`src/rtl/dms_vco_cal_pkg.sv`:
```
// Shared definitions for the VCO gain calibration sequencer.
// Holds the sequencer state encoding, the DAC voltage scale
// (Vcntrl = V_MIN_MV + V_STEP_MV * code), the default parameter values
// and the code-to-table-index mapping (index 0 is the highest voltage).
package dms_vco_cal_pkg;

  localparam int unsigned DEF_NUM_PTS    = 161;
  localparam int unsigned DEF_SETTLE_CYC = 64;
  localparam int unsigned DEF_WIN_CYC    = 1024;
  localparam int unsigned DEF_CNT_W      = 16;
  localparam int unsigned DEF_DATA_W     = 64;

  localparam int unsigned V_MIN_MV  = 400;
  localparam int unsigned V_STEP_MV = 10;

  typedef enum logic [2:0] {
    ST_IDLE,
    ST_SETTLE,
    ST_MEAS,
    ST_CALC,
    ST_WR,
    ST_WR2,
    ST_FIN
  } state_e;

  // The table is ordered from high voltage to low voltage, so the index
  // runs opposite to the DAC code.
  function automatic logic [7:0] addr_from_code(input logic [7:0] code,
                                                input int unsigned num_pts);
    return 8'(num_pts - 1) - code;
  endfunction

endpackage

```
`src/rtl/dms_vco_edge_cnt.sv`:
```
// Windowed saturating edge counter.
// Ports:
//   i_clk, i_rst   clock, asynchronous active-high reset
//   i_clr          synchronous clear of count, window position and sat flag
//   i_en           window open; each enabled cycle advances the window
//   i_edge         one-cycle VCO edge pulse (counted only while i_en)
//   o_count        edges counted in the current window
//   o_sat          an edge arrived while the count was already full-scale
//   o_win_done     high on the last cycle of the window (combinational)
module dms_vco_edge_cnt
  import dms_vco_cal_pkg::*;
#(
  parameter int unsigned CNT_W   = DEF_CNT_W,
  parameter int unsigned WIN_CYC = DEF_WIN_CYC
) (
  input  logic             i_clk,
  input  logic             i_rst,
  input  logic             i_clr,
  input  logic             i_en,
  input  logic             i_edge,
  output logic [CNT_W-1:0] o_count,
  output logic             o_sat,
  output logic             o_win_done
);

  localparam int unsigned WIN_W = $clog2(WIN_CYC + 1);
  localparam logic [CNT_W-1:0] CNT_MAX = '1;

  logic [WIN_W-1:0] r_win;

  // The edge on the final window cycle is still accumulated on the same
  // clock edge that ends the window, so the count is complete one cycle later.
  assign o_win_done = i_en && (r_win == WIN_W'(WIN_CYC - 1));

  always_ff @(posedge i_clk or posedge i_rst) begin
    if (i_rst) begin
      r_win   <= '0;
      o_count <= '0;
      o_sat   <= 1'b0;
    end else if (i_clr) begin
      r_win   <= '0;
      o_count <= '0;
      o_sat   <= 1'b0;
    end else if (i_en) begin
      r_win <= r_win + WIN_W'(1);
      if (i_edge) begin
        if (o_count == CNT_MAX) begin
          o_sat <= 1'b1;
        end else begin
          o_count <= o_count + CNT_W'(1);
        end
      end
    end
  end

endmodule

```
`src/rtl/dms_vco_gain_cal.sv`:
```
// VCO gain calibration sequencer (writer side of the VCO gain table).
// Sweeps the DAC code 0..NUM_PTS-1, counts VCO edges over a fixed window at
// each code and writes the count difference to the previous code as the gain
// entry at index (NUM_PTS-1)-code. The lowest entry duplicates the first
// measured difference.
// Ports:
//   i_clk, i_rst       clock, asynchronous active-high reset
//   i_start            pulse; begins a sweep when idle
//   i_abort            pulse; cancels a sweep (wins over i_start)
//   i_vco_edge         synchronised VCO edge pulse
//   o_dac_code         DAC control code, o_dac_valid while it drives the VCO
//   o_lut_we/addr/wdata  table write port
//   o_busy, o_done     sweep in progress / normal completion pulse
//   o_err_nonmono      sticky: a negative delta was clamped to 0
//   o_err_ovf          sticky: the edge counter saturated
module dms_vco_gain_cal
  import dms_vco_cal_pkg::*;
#(
  parameter int unsigned NUM_PTS    = DEF_NUM_PTS,
  parameter int unsigned SETTLE_CYC = DEF_SETTLE_CYC,
  parameter int unsigned WIN_CYC    = DEF_WIN_CYC,
  parameter int unsigned CNT_W      = DEF_CNT_W,
  parameter int unsigned DATA_W     = DEF_DATA_W
) (
  input  logic              i_clk,
  input  logic              i_rst,
  input  logic              i_start,
  input  logic              i_abort,
  input  logic              i_vco_edge,
  output logic [7:0]        o_dac_code,
  output logic              o_dac_valid,
  output logic              o_lut_we,
  output logic [7:0]        o_lut_addr,
  output logic [DATA_W-1:0] o_lut_wdata,
  output logic              o_busy,
  output logic              o_done,
  output logic              o_err_nonmono,
  output logic              o_err_ovf
);

  localparam int unsigned TMR_W     = $clog2(SETTLE_CYC + 1);
  localparam logic [7:0]  LAST_CODE = 8'(NUM_PTS - 1);

  state_e                r_state;
  logic [TMR_W-1:0]      r_tmr;
  logic [CNT_W-1:0]      r_prev;
  logic [CNT_W-1:0]      w_count;
  logic                  w_sat;
  logic                  w_win_done;
  logic                  w_en;
  logic                  w_clr;
  logic signed [CNT_W:0] w_delta;
  logic [DATA_W-1:0]     w_wdata;

  // The counter is held clear outside MEAS, so every window starts at zero
  // and edges outside the window never reach it.
  assign w_en  = (r_state == ST_MEAS);
  assign w_clr = !w_en;

  dms_vco_edge_cnt #(
    .CNT_W   (CNT_W),
    .WIN_CYC (WIN_CYC)
  ) u_edge_cnt (
    .i_clk      (i_clk),
    .i_rst      (i_rst),
    .i_clr      (w_clr),
    .i_en       (w_en),
    .i_edge     (i_vco_edge),
    .o_count    (w_count),
    .o_sat      (w_sat),
    .o_win_done (w_win_done)
  );

  assign w_delta = $signed({1'b0, w_count}) - $signed({1'b0, r_prev});
  // Negative gain is physically meaningless here; clamp it to zero.
  assign w_wdata = w_delta[CNT_W] ? '0 : DATA_W'(w_delta[CNT_W-1:0]);

  always_ff @(posedge i_clk or posedge i_rst) begin
    if (i_rst) begin
      r_state       <= ST_IDLE;
      r_tmr         <= '0;
      r_prev        <= '0;
      o_dac_code    <= '0;
      o_dac_valid   <= 1'b0;
      o_lut_we      <= 1'b0;
      o_lut_addr    <= '0;
      o_lut_wdata   <= '0;
      o_busy        <= 1'b0;
      o_done        <= 1'b0;
      o_err_nonmono <= 1'b0;
      o_err_ovf     <= 1'b0;
    end else if (i_abort && (r_state != ST_IDLE)) begin
      r_state     <= ST_IDLE;
      o_dac_code  <= '0;
      o_dac_valid <= 1'b0;
      o_lut_we    <= 1'b0;
      o_busy      <= 1'b0;
      o_done      <= 1'b0;
    end else begin
      unique case (r_state)
        ST_IDLE: begin
          o_done   <= 1'b0;
          o_lut_we <= 1'b0;
          if (i_start && !i_abort) begin
            r_state       <= ST_SETTLE;
            r_tmr         <= '0;
            o_dac_code    <= '0;
            o_dac_valid   <= 1'b1;
            o_busy        <= 1'b1;
            o_err_nonmono <= 1'b0;
            o_err_ovf     <= 1'b0;
          end
        end
        ST_SETTLE: begin
          if (r_tmr == TMR_W'(SETTLE_CYC - 1)) begin
            r_tmr   <= '0;
            r_state <= ST_MEAS;
          end else begin
            r_tmr <= r_tmr + TMR_W'(1);
          end
        end
        ST_MEAS: begin
          if (w_win_done) r_state <= ST_CALC;
        end
        ST_CALC: begin
          r_prev <= w_count;
          if (w_sat) o_err_ovf <= 1'b1;
          if (o_dac_code == 8'd0) begin
            o_dac_code <= o_dac_code + 8'd1;
            r_tmr      <= '0;
            r_state    <= ST_SETTLE;
          end else begin
            if (w_delta[CNT_W]) o_err_nonmono <= 1'b1;
            o_lut_we    <= 1'b1;
            o_lut_addr  <= addr_from_code(o_dac_code, NUM_PTS);
            o_lut_wdata <= w_wdata;
            r_state     <= ST_WR;
          end
        end
        ST_WR: begin
          if (o_dac_code == 8'd1) begin
            // Code 0 has no delta of its own, so the lowest-voltage entry
            // reuses the first measured gain; write strobe stays high.
            o_lut_addr <= LAST_CODE;
            r_state    <= ST_WR2;
          end else begin
            o_lut_we <= 1'b0;
            if (o_dac_code == LAST_CODE) begin
              o_done      <= 1'b1;
              o_busy      <= 1'b0;
              o_dac_valid <= 1'b0;
              o_dac_code  <= '0;
              r_state     <= ST_FIN;
            end else begin
              o_dac_code <= o_dac_code + 8'd1;
              r_tmr      <= '0;
              r_state    <= ST_SETTLE;
            end
          end
        end
        ST_WR2: begin
          o_lut_we <= 1'b0;
          if (o_dac_code == LAST_CODE) begin
            o_done      <= 1'b1;
            o_busy      <= 1'b0;
            o_dac_valid <= 1'b0;
            o_dac_code  <= '0;
            r_state     <= ST_FIN;
          end else begin
            o_dac_code <= o_dac_code + 8'd1;
            r_tmr      <= '0;
            r_state    <= ST_SETTLE;
          end
        end
        ST_FIN: begin
          o_done  <= 1'b0;
          r_state <= ST_IDLE;
        end
        default: r_state <= ST_IDLE;
      endcase
    end
  end

endmodule

```
`config.mk`:
```
export PLATFORM = sky130hd
export DESIGN_NAME = dms_vco_gain_cal
export DESIGN_NICKNAME = d
export VERILOG_FILES = /design/src/rtl/dms_vco_cal_pkg.sv /design/src/rtl/dms_vco_edge_cnt.sv /design/src/rtl/dms_vco_gain_cal.sv
export SDC_FILE = /design/constraint.sdc
export NUM_CORES = 1
export LEC_CHECK = 0
export BUFFER_PORTS_ARGS = -buffer_cell sky130_fd_sc_hd__buf_2
export CORE_MARGIN = 1
export CORE_UTILIZATION = 49
export DETAILED_ROUTE_END_ITERATION = 8
export GPL_ROUTABILITY_DRIVEN = 0
export MAX_ROUTING_LAYER = met4
export PLACE_DENSITY = 0.8
export SYNTH_ARGS = -nofsm -noshare
export SYNTH_HDL_FRONTEND = slang
export SYNTH_SLANG_ARGS = --single-unit
```
`constraint.sdc`:
```
create_clock -name i_clk -period 2.75 [get_ports i_clk]
set_input_delay 0 -clock i_clk [delete_from_list [all_inputs] [get_ports i_clk]]
set_output_delay 0 -clock i_clk [all_outputs]
set_load 0.05 [all_outputs]
```
==> flow_metrics.tcl, run 1 <==
set metrics [dict create \
    status "finished clean" \
    leakage_nw 2.76 \
    worst-path-stages 11 \
    clk_latency_ns 0.35 \
    timing.rr.start "u_edge_cnt.o_count[0]" \
    crit_path_end "o_lut_wdata[12]" \
    use_met3_pct 3.15 \
    worstHoldPathType "in -> reg" \
    setup.worst_path.end_class "register" \
    synth_common_cells "91 x dfrtp_1, 68 x nand2_1, 51 x o21ai_0" \
    htreeDepth 3 \
    hold_viol 0 \
    crit_path_start_kind "register" \
    maxCapViolCount 0 \
    ant_nets 0 \
    period_share_pct 91.0 \
    synth_top_cell_by_area "dfrtp_1" \
    grt_max_degree 47 \
    pin_count 91 \
    path_cells "inv_1, ha_1, inv_1, fa_1, a21o_1, a311o_1, a32oi_1, buf_4, nand2_1, xor2_1, a22o_1" \
    async_reset_ff_share_pct 100 \
    cp_slowest_stage_delay_ns 0.41 \
    grt.busiest_layer "met2" \
    grt_use_met1_pct 27.4 \
    avgSynthCellArea_um2 9.02 \
    synth_edf_count 0 \
    synth_cells 604 \
    tritoncts "yes" \
    crit_slowest_cell "fa_1" \
    ys.flop_type "dfrtp_1" \
    core-area_um2 10800 \
    drtIter0Drc 353 \
    timing.fmax_mhz 399 \
    maxSlewViolCount 0 \
    final-setup-viol-count 0 \
    slew_headroom_pct 31.4 \
    crit_family "compound AO/OA/AOI/OAI gates" \
    pwr_density_cell_nw_per_um2 825 \
    grt_pass1_vias 4100 \
    path_buf_inv 3 \
    drt-pass1-iter-count 8 \
    crit_fanout 3 \
    worst_pin_slew_ns 1.03 \
    worst_ep_arrival_time_ns 2.75 \
    reg2reg_depth 11 \
    path_common_cell "inv_1" \
    drc 0 \
    start_util_pct 50.3 \
    startpoint "u_edge_cnt.o_count[0]" \
    use_met2_pct 35.0 \
    fillCellCount 942 \
    crit_type "reg -> reg" \
    overflow 0 \
    yosysWarnings 0 \
    drive_above_1_share_pct 12.3 \
    drt_wl_total_mm 11.6 \
    via_per_inst 5.48 \
    port-buffer-count 42 \
    die_width_um 107 \
    ys_ff_latch 91 \
    finClkSkew_ns 0.00965 \
    antenna_found_initial 0 \
    die_y_um 107 \
    r2r_end "o_lut_wdata[12]" \
    r2r_slack_ns 0.25 \
    vias 4349 \
    synth_most_common_cell "dfrtp_1" \
    rsz0062_at_grt "false" \
    final_area_um2 5860 \
    worst_ir_drop_vdd_uv 439 \
    worst_ep_required_time_ns 2.99 \
    clk_pin_slew_ns 0.08 \
    wl_per_cell_um 14.7 \
    rows 38 \
    antennaDiodeCount 0 \
    hpwl_mm 8.56 \
    period_minus_slack_ns 2.50 \
    cts_sinks 91 \
    synth_cell_types 61 \
    grt_pass1_wl_mm 19.3 \
    grt_usage_pct 21.7 \
    syn_area_um2 5450 \
    ys_seq_area_share_pct 41.8 \
    cts_buffers 9 \
    post_dp_cell_area_um2 5650 \
    clk_path_buf_depth 2 \
    dieArea_um2 11500 \
    tns_ns 0 \
    synthDominantCellAreaShare_pct 41.8 \
    yosys-top-cells-area "dfrtp_1 42%, buf_4 6.9%, ha_1 5.1%" \
    area_growth_pct 7.46 \
    fin_nets 676 \
    worstHoldStart "i_vco_edge" \
    cts_root_buf "clkbuf_8" \
]
==> repair_timing <==
item | 4_1_cts | 5_1_grt
buffers inserted | 0 | 0
gates resized for setup | 0 | 1
endpoints found under the setup margin | 0 | 2
endpoints found under the hold margin | 47 | 0
hold buffers | 2 | 0
==> placed cells by master, fill, tap and decap left out, types with 13 or more instances in the layout <==
cell / synthesis / final
dfrtp_1: 91 / 91
o21ai_0: 51 / 51
ha_1: 22 / 22
xor2_1: 24 / 24
nand2_1: 68 / 68
nand2b_1: 17 / 17
a21oi_1: 31 / 31
inv_1: 24 / 23
nand3_1: 13 / 13
nor2_1: 46 / 45
conb_1: 1 / 48
buf_2: 5 / 42
o31ai_1: 15 / 15
o21ai_1: 13 / 13
==> per-stage QoR <==
step / util, % / total power [mW] / std cells / worst slack (ns) / hold slack (ns)
global route: 54.0 / 5.16 / 793 / 0.0715 / 0.153
CTS: 54.0 / 4.82 / 793 / 0.244 / 0.122
floorplan: - / 3.49 / 651 / 0.270 / 0.325
detailed placement: 52.1 / 3.93 / 775 / 0.257 / 0.178
global placement: 52.1 / 3.85 / 775 / 0.323 / 0.166
finish: 54.0 / 4.83 / 793 / 0.246 / 0.142
==> final cells by class <==
cell class              instances  area (um2)  area share, %
inverters                      24        91.3           1.56
clock buffers                  14         153           2.61
flip-flops and latches         91        2280           38.9
clock inverters                 2        35.0          0.598
multi-input cells             468        2810           47.9
repair buffers                 54         318           5.43
well taps                     140         175           2.99
==> cell families (layout without fill, tap and decap cells) <==
| kind of cell | after synthesis | in the layout | synth area share (%) |
|---|---|---|---|
| other | 1 | 48 | 0.0688 |
| buffers and inverters | 92 | 94 | 10.0 |
| flip-flops | 91 | 91 | 41.8 |
| AO/OA/AOI/OAI | 151 | 151 | 17.7 |
| XOR/XNOR | 34 | 34 | 5.46 |
| AND/OR/NAND/NOR | 209 | 209 | 18.9 |
| adder cells (fa/ha/maj) | 23 | 23 | 5.42 |
| multiplexers | 3 | 3 | 0.597 |
==> power breakdown <==
group | internal (mW) | switching (mW) | total [mW] | leakage, nW
registers | 1.53 | 0.150 | 1.68 | 1.25
clock network | 0.446 | 0.441 | 0.887 | 0.0947
logic | 0.789 | 1.47 | 2.26 | 1.42
total | 2.77 | 2.06 | 4.83 | 2.76
==> tightest hold or removal path, delay by kind of cell <==
family,cells,cell delay [ns]
buf+inv,2,0.17
xor+xnor,1,0.15
compound gates,1,0.11
simple gates,1,0.04
==> per-layer routing <==
metal / vias up / part of all wire, %
met2: 145 / 48
met3: 15 / 4.4
li1: 2099 / -
met1: 2090 / 46
met4: 0 / 1.6
met5: - / 0
==> sequential cells by signal (all words and copies together) (netlist names) <==
name / flops
o_err_ovf: 1
o_dac_code: 8
o_dac_valid: 1
r_tmr: 7
o_lut_wdata: 16
u_edge_cnt.r_win: 11
u_edge_cnt.o_sat: 1
o_lut_addr: 8
o_done: 1
r_prev: 16
r_state: 3
o_lut_we: 1
o_err_nonmono: 1
u_edge_cnt.o_count: 16
==> worst min-delay path by stage <==
stage	to	slack [ns]	depth (start not counted)
4_1_cts	u_edge_cnt.o_count[0]	0.12	5
3_5_place_dp	r_state[2]	0.18	2
5_1_grt	u_edge_cnt.o_count[0]	0.15	5
2_1_floorplan	u_edge_cnt.o_count[0]	0.33	4
3_3_place_gp	r_tmr[0]	0.17	2
6_report	u_edge_cnt.o_count[0]	0.14	5
Power figures use the tool's default switching activity.
==> run 2: changes to the inputs <==
--- a/config.mk
+++ b/config.mk
@@ -5,13 +5,13 @@
 export SDC_FILE = /design/constraint.sdc
 export NUM_CORES = 1
 export LEC_CHECK = 0
-export BUFFER_PORTS_ARGS = -buffer_cell sky130_fd_sc_hd__buf_2
 export CORE_MARGIN = 1
-export CORE_UTILIZATION = 49
+export CORE_UTILIZATION = 64
 export DETAILED_ROUTE_END_ITERATION = 8
+export DONT_BUFFER_PORTS = 1
 export GPL_ROUTABILITY_DRIVEN = 0
 export MAX_ROUTING_LAYER = met4
-export PLACE_DENSITY = 0.8
+export PLACE_DENSITY = 0.89
 export SYNTH_ARGS = -nofsm -noshare
 export SYNTH_HDL_FRONTEND = slang
 export SYNTH_SLANG_ARGS = --single-unit
==> flow_metrics.tcl, run 2 (synthesis gave the netlist of run 1 again) <==
set metrics [dict create \
    worst_ep_arrival_time_ns 2.88 \
    area_growth_pct 5.12 \
    path_cells "inv_1, ha_1, inv_1, fa_2, a21o_1, a311o_1, a32oi_2, a41o_1, nor2_1, a32o_1" \
    leakage_nw 2.61 \
    ant_nets 0 \
    grt_pass1_vias 4130 \
    dieArea_um2 8890 \
    reg_top3 "o_lut_wdata: 16 flops, r_prev: 16 flops, u_edge_cnt.o_count: 16 flops" \
    setup.worst_path.end_class "register" \
    maxCapViolCount 0 \
    pwr_density_cell_nw_per_um2 898 \
    hpwl_mm 8.59 \
    total_power_mw 5.14 \
    hold_depth 3 \
    clk_path_buf_depth 2 \
    crit_fanout 5 \
    use_met2_pct 46.4 \
    drive_above_1_share_pct 8.24 \
    place_ws_ns 0.0990 \
    p_int_mw 2.94 \
    cts_root_buf "clkbuf_8" \
    final_common_cell "dfrtp_1" \
    antennaDiodeCount 0 \
    r2r_slack_ns 0.11 \
    maxSlewViolCount 0 \
    grt_usage_pct 28.9 \
    path_common_cell "inv_1" \
    fin_nets 642 \
    clkPwrFrac_pct 20.9 \
    drtIter0Drc 280 \
    dp.cells 704 \
    reg2reg_depth 10 \
    overflow 0 \
    use_met3_pct 6.15 \
    drt_wl_total_mm 12.2 \
    crit_type "reg -> reg" \
    timing.fmax_mhz 379 \
    crit_path_start_kind "register" \
    clk_latency_ns 0.37 \
    port-buffer-count 0 \
    slew_headroom_pct 24.6 \
    tns_ns 0 \
    finClkSkew_ns 0.0126 \
    cts_sinks 91 \
    switching_share_pct 42.8 \
    period_share_pct 95.9 \
    htreeDepth 3 \
    vias 4504 \
    final-setup-viol-count 0 \
    hold_viol 0 \
    wl_per_cell_um 16.9 \
    layout_common_cells "91 x dfrtp_1, 68 x nand2_1, 51 x o21ai_0" \
    worstHoldStart "i_abort" \
    worst_ep_required_time_ns 3.00 \
    via_per_inst 6.22 \
    clk_pin_slew_ns 0.09 \
    worst_pin_slew_ns 1.12 \
    cp_slowest_stage_delay_ns 0.41 \
    final_cells 724 \
    grt_pass1_wl_mm 19.4 \
    r2r_end "o_lut_wdata[13]" \
    pin_count 91 \
    grt.busiest_layer "met2" \
    crit_slowest_cell "a311o_1" \
    grt_max_degree 53 \
    rows 33 \
    worst_ir_drop_vdd_uv 332 \
    cts_buffers 9 \
    tritoncts "yes" \
    pwr-share-comb_pct 44.8 \
    worstHoldPathType "in -> reg" \
    finish.utilization_pct 69.7 \
    core-area_um2 8220 \
    drt-pass1-iter-count 6 \
    drc 0 \
    die_width_um 94.3 \
    period_minus_slack_ns 2.64 \
    p_switching_mw 2.20 \
    status "finished clean" \
    finalWorstSetupSlack_ns 0.113 \
    seqPwrFrac_pct 34.3 \
    timing.rr.start "u_edge_cnt.o_count[0]" \
    antenna_found_initial 0 \
    start_util_pct 66.3 \
    die_y_um 94.3 \
    worstHoldEndpoint "r_state[2]" \
    grt_use_met1_pct 35.6 \
]
run 2: what timing repair did:
action,in CTS,in global routing
endpoints found under the setup margin,0,17
hold buffers,2,0
endpoints found under the hold margin,60,0
setup buffers,0,2
resized for setup,0,2
run 2: stage by stage:
stage,hold slack (ns),area [um2]
floorplan,0.325,5630
finish,0.0220,5730
global placement,0.0693,5440
CTS,0.0217,5700
global route,0.0313,5730
detailed placement,0.0679,5440
run 2: area by class of cell:
cell class / instances / area (um2)
Multi-Input combinational cell: 468 / 2810
Fill cell: 568 / 2490
Sequential cell: 91 / 2280
Clock buffer: 13 / 179
Timing Repair Buffer: 20 / 168
Tap cell: 105 / 131
Inverter: 24 / 91.3
Clock inverter: 3 / 67.6
run 2: worst max path at each step:
stage                                from         endpoint  slack, ns  depth (start not counted)
floorplan                   o_dac_code[0]         r_tmr[5]       0.27                          8
global placement    u_edge_cnt.o_count[0]  o_lut_wdata[13]       0.25                         10
detailed placement  u_edge_cnt.o_count[0]  o_lut_wdata[15]        0.1                         10
CTS                 u_edge_cnt.o_count[0]  o_lut_wdata[13]       0.04                         10
global route        u_edge_cnt.o_count[0]  o_lut_wdata[13]     -0.002                         10
finish              u_edge_cnt.o_count[0]  o_lut_wdata[13]       0.11                         10
run 2: power by group through the flow:
stage          logic [mW]  clock network, mW  registers [mW]
2_1_floorplan        1.72                  0            1.77
3_3_place_gp         1.97                  0            1.77
3_5_place_dp         2.07                  0            1.79
4_1_cts              2.12               1.08            1.76
5_1_grt              2.47               1.14            1.79
6_report             2.30               1.08            1.76
run 2: metal layers:
| layer | wire, um | vias up |
|---|---|---|
| met2 | 5920 | 264 |
| met1 | 4990 | 2154 |
| li1 | - | 2036 |
| met5 | 0 | - |
| met3 | 942 | 50 |
| met4 | 354 | 0 |
run 2: worst max-delay path: cells and delay by family (launching register included):
kind                     cells  cell delay, ns
AO/OA/AOI/OAI                5            1.37
AND/OR/NAND/NOR              1            0.11
adder cells (fa/ha/maj)      2            0.52
buffers and inverters        2            0.12
flip-flops                   1            0.39
==> run 3: changes to the inputs <==
--- a/config.mk
+++ b/config.mk
@@ -5,13 +5,14 @@
 export SDC_FILE = /design/constraint.sdc
 export NUM_CORES = 1
 export LEC_CHECK = 0
+export CAP_MARGIN = 20
 export CORE_MARGIN = 1
 export CORE_UTILIZATION = 64
 export DETAILED_ROUTE_END_ITERATION = 8
 export DONT_BUFFER_PORTS = 1
 export GPL_ROUTABILITY_DRIVEN = 0
 export MAX_ROUTING_LAYER = met4
-export PLACE_DENSITY = 0.89
+export PLACE_DENSITY = 0.8
 export SYNTH_ARGS = -nofsm -noshare
 export SYNTH_HDL_FRONTEND = slang
 export SYNTH_SLANG_ARGS = --single-unit
==> flow_metrics.tcl, run 3 (synthesis gave the netlist of run 1 again) <==
set metrics [dict create \
    clkPwrFrac_pct 18.2 \
    pin_count 91 \
    layout_common_cells "91 x dfrtp_1, 68 x nand2_1, 51 x o21ai_0" \
    grt_pass1_wl_mm 18.9 \
    status "finished clean" \
    reg_top3 "o_lut_wdata: 16 flops, r_prev: 16 flops, u_edge_cnt.o_count: 16 flops" \
    hold_depth 3 \
    drt-pass1-iter-count 5 \
    drt_wl_total_mm 11.4 \
    fin_nets 644 \
    ctsHoldBuffers 3 \
    maxSlewViolCount 0 \
    grt_max_degree 49 \
    finClkSkew_ns 0.0107 \
    reg2reg_depth 10 \
    tns_ns 0 \
    final-setup-viol-count 0 \
    final_common_cell "dfrtp_1" \
    worst_pin_slew_ns 1.03 \
    hold_viol 0 \
    worst_ir_drop_vdd_uv 347 \
    grt_pass1_vias 4005 \
    wl_per_cell_um 15.7 \
    vias 4234 \
    drc 0 \
    worstHoldPathType "in -> reg" \
    period_minus_slack_ns 2.67 \
    clk_pin_slew_ns 0.09 \
    r2r_end "o_lut_wdata[13]" \
    grt_usage_pct 28.2 \
    via_per_inst 5.83 \
    antennaDiodeCount 0 \
    pwr_density_cell_nw_per_um2 834 \
    timing.fmax_mhz 375 \
    dieArea_um2 8890 \
    die_width_um 94.3 \
    core-area_um2 8220 \
    ant_nets 0 \
    worstHoldStart "i_abort" \
    crit_fanout 5 \
    port-buffer-count 0 \
    finalWorstSetupSlack_ns 0.0825 \
    seqPwrFrac_pct 37.5 \
    place_ws_ns 0.134 \
    rsz0062_at_grt "false" \
    overflow 0 \
    rows 33 \
    cts_root_buf "clkbuf_8" \
    crit_type "reg -> reg" \
    start_util_pct 66.3 \
    period_share_pct 97.0 \
    leakage_nw 2.58 \
    cts_buffers 9 \
    p_switching_mw 2.05 \
    htreeDepth 3 \
    maxCapViolCount 0 \
    pwr-share-comb_pct 44.2 \
    hpwl_mm 8.31 \
    cts_resized 0 \
    worstHoldEndpoint "r_state[2]" \
    clk_latency_ns 0.36 \
    worst_ep_required_time_ns 3.00 \
    switching_share_pct 43.4 \
    r2r_slack_ns 0.08 \
    cts_setup_buffers 0 \
    p_int_mw 2.67 \
    clk_path_buf_depth 2 \
    worst_ep_arrival_time_ns 2.92 \
    tritoncts "yes" \
    die_y_um 94.3 \
    antenna_found_initial 0 \
    crit_path_start_kind "register" \
    area_growth_pct 3.93 \
    timing.rr.start "u_edge_cnt.o_count[0]" \
    cts_sinks 91 \
    drtIter0Drc 220 \
    slew_headroom_pct 31.5 \
    drive_above_1_share_pct 8.05 \
    setup.worst_path.end_class "register" \
]
[run 3: cell types whose count changed in the layout (fill, tap and decap cells not counted), moves of 2 or more]
| cell | previous run | this run |
|---|---|---|
| buf_4 | 17 | 19 |
| bufinv_16 | 2 | 0 |
| clkbuf_8 | 13 | 11 |
| clkinv_2 | 1 | 3 |
[run 3: worst max path at each step]
stage          depth (start not counted)              end                   from  slack (ns)
4_1_cts                               10  o_lut_wdata[13]  u_edge_cnt.o_count[0]        0.09
3_5_place_dp                          10  o_lut_wdata[15]  u_edge_cnt.o_count[0]        0.13
3_3_place_gp                          10  o_lut_wdata[15]  u_edge_cnt.o_count[0]        0.22
6_report                              10  o_lut_wdata[13]  u_edge_cnt.o_count[0]        0.08
2_1_floorplan                          8         r_tmr[5]          o_dac_code[0]        0.27
5_1_grt                               10  o_lut_wdata[13]  u_edge_cnt.o_count[0]       0.004
[run 3: routing by layer]
layer | global-route usage, % | wire (um) | vias to the layer above
met4 | 9.62 | 208 | 0
met1 | 34.6 | 4960 | 2029
met3 | 6.39 | 711 | 20
met5 | - | 0 | -
met2 | 45.8 | 5490 | 150
li1 | - | - | 2035
[run 3: cell type report]
class | count | area, um2
Tap cell | 105 | 131
Timing Repair Buffer | 22 | 173
Clock inverter | 5 | 35.0
Clock buffer | 11 | 151
Inverter | 24 | 91.3
Fill cell | 652 | 2550
Multi-Input combinational cell | 468 | 2800
Sequential cell | 91 | 2280
[run 3: through the flow]
stage	power, mW	instances	hold slack, ns	instance area (um2)	utilization [%]
2_1_floorplan	3.49	651	0.325	5630	-
3_3_place_gp	3.79	707	0.0495	5450	66.3
3_5_place_dp	3.85	707	0.0564	5450	66.3
4_1_cts	4.72	726	0.0103	5660	68.9
5_1_grt	5.07	726	0.0106	5660	68.9
6_report	4.72	726	0.0167	5660	68.9
[run 3: power groups by stage]
stage	combinational (mW)	clock, mW	sequential [mW]
final	2.09	0.861	1.77
after global routing	2.32	0.956	1.80
after CTS	2.08	0.874	1.77
after detailed placement	2.06	0	1.79
after global placement	2.00	0	1.78
after floorplan	1.72	0	1.77
[run 3: critical path, stage by stage (launching register included)]
cell     delay (ns)
dfrtp_1        0.39
inv_1          0.06
ha_1           0.15
inv_1          0.06
fa_1           0.40
a21o_1         0.20
a311o_1        0.37
a32oi_1        0.34
a41o_1         0.25
nor2_1         0.10
a32o_1         0.24
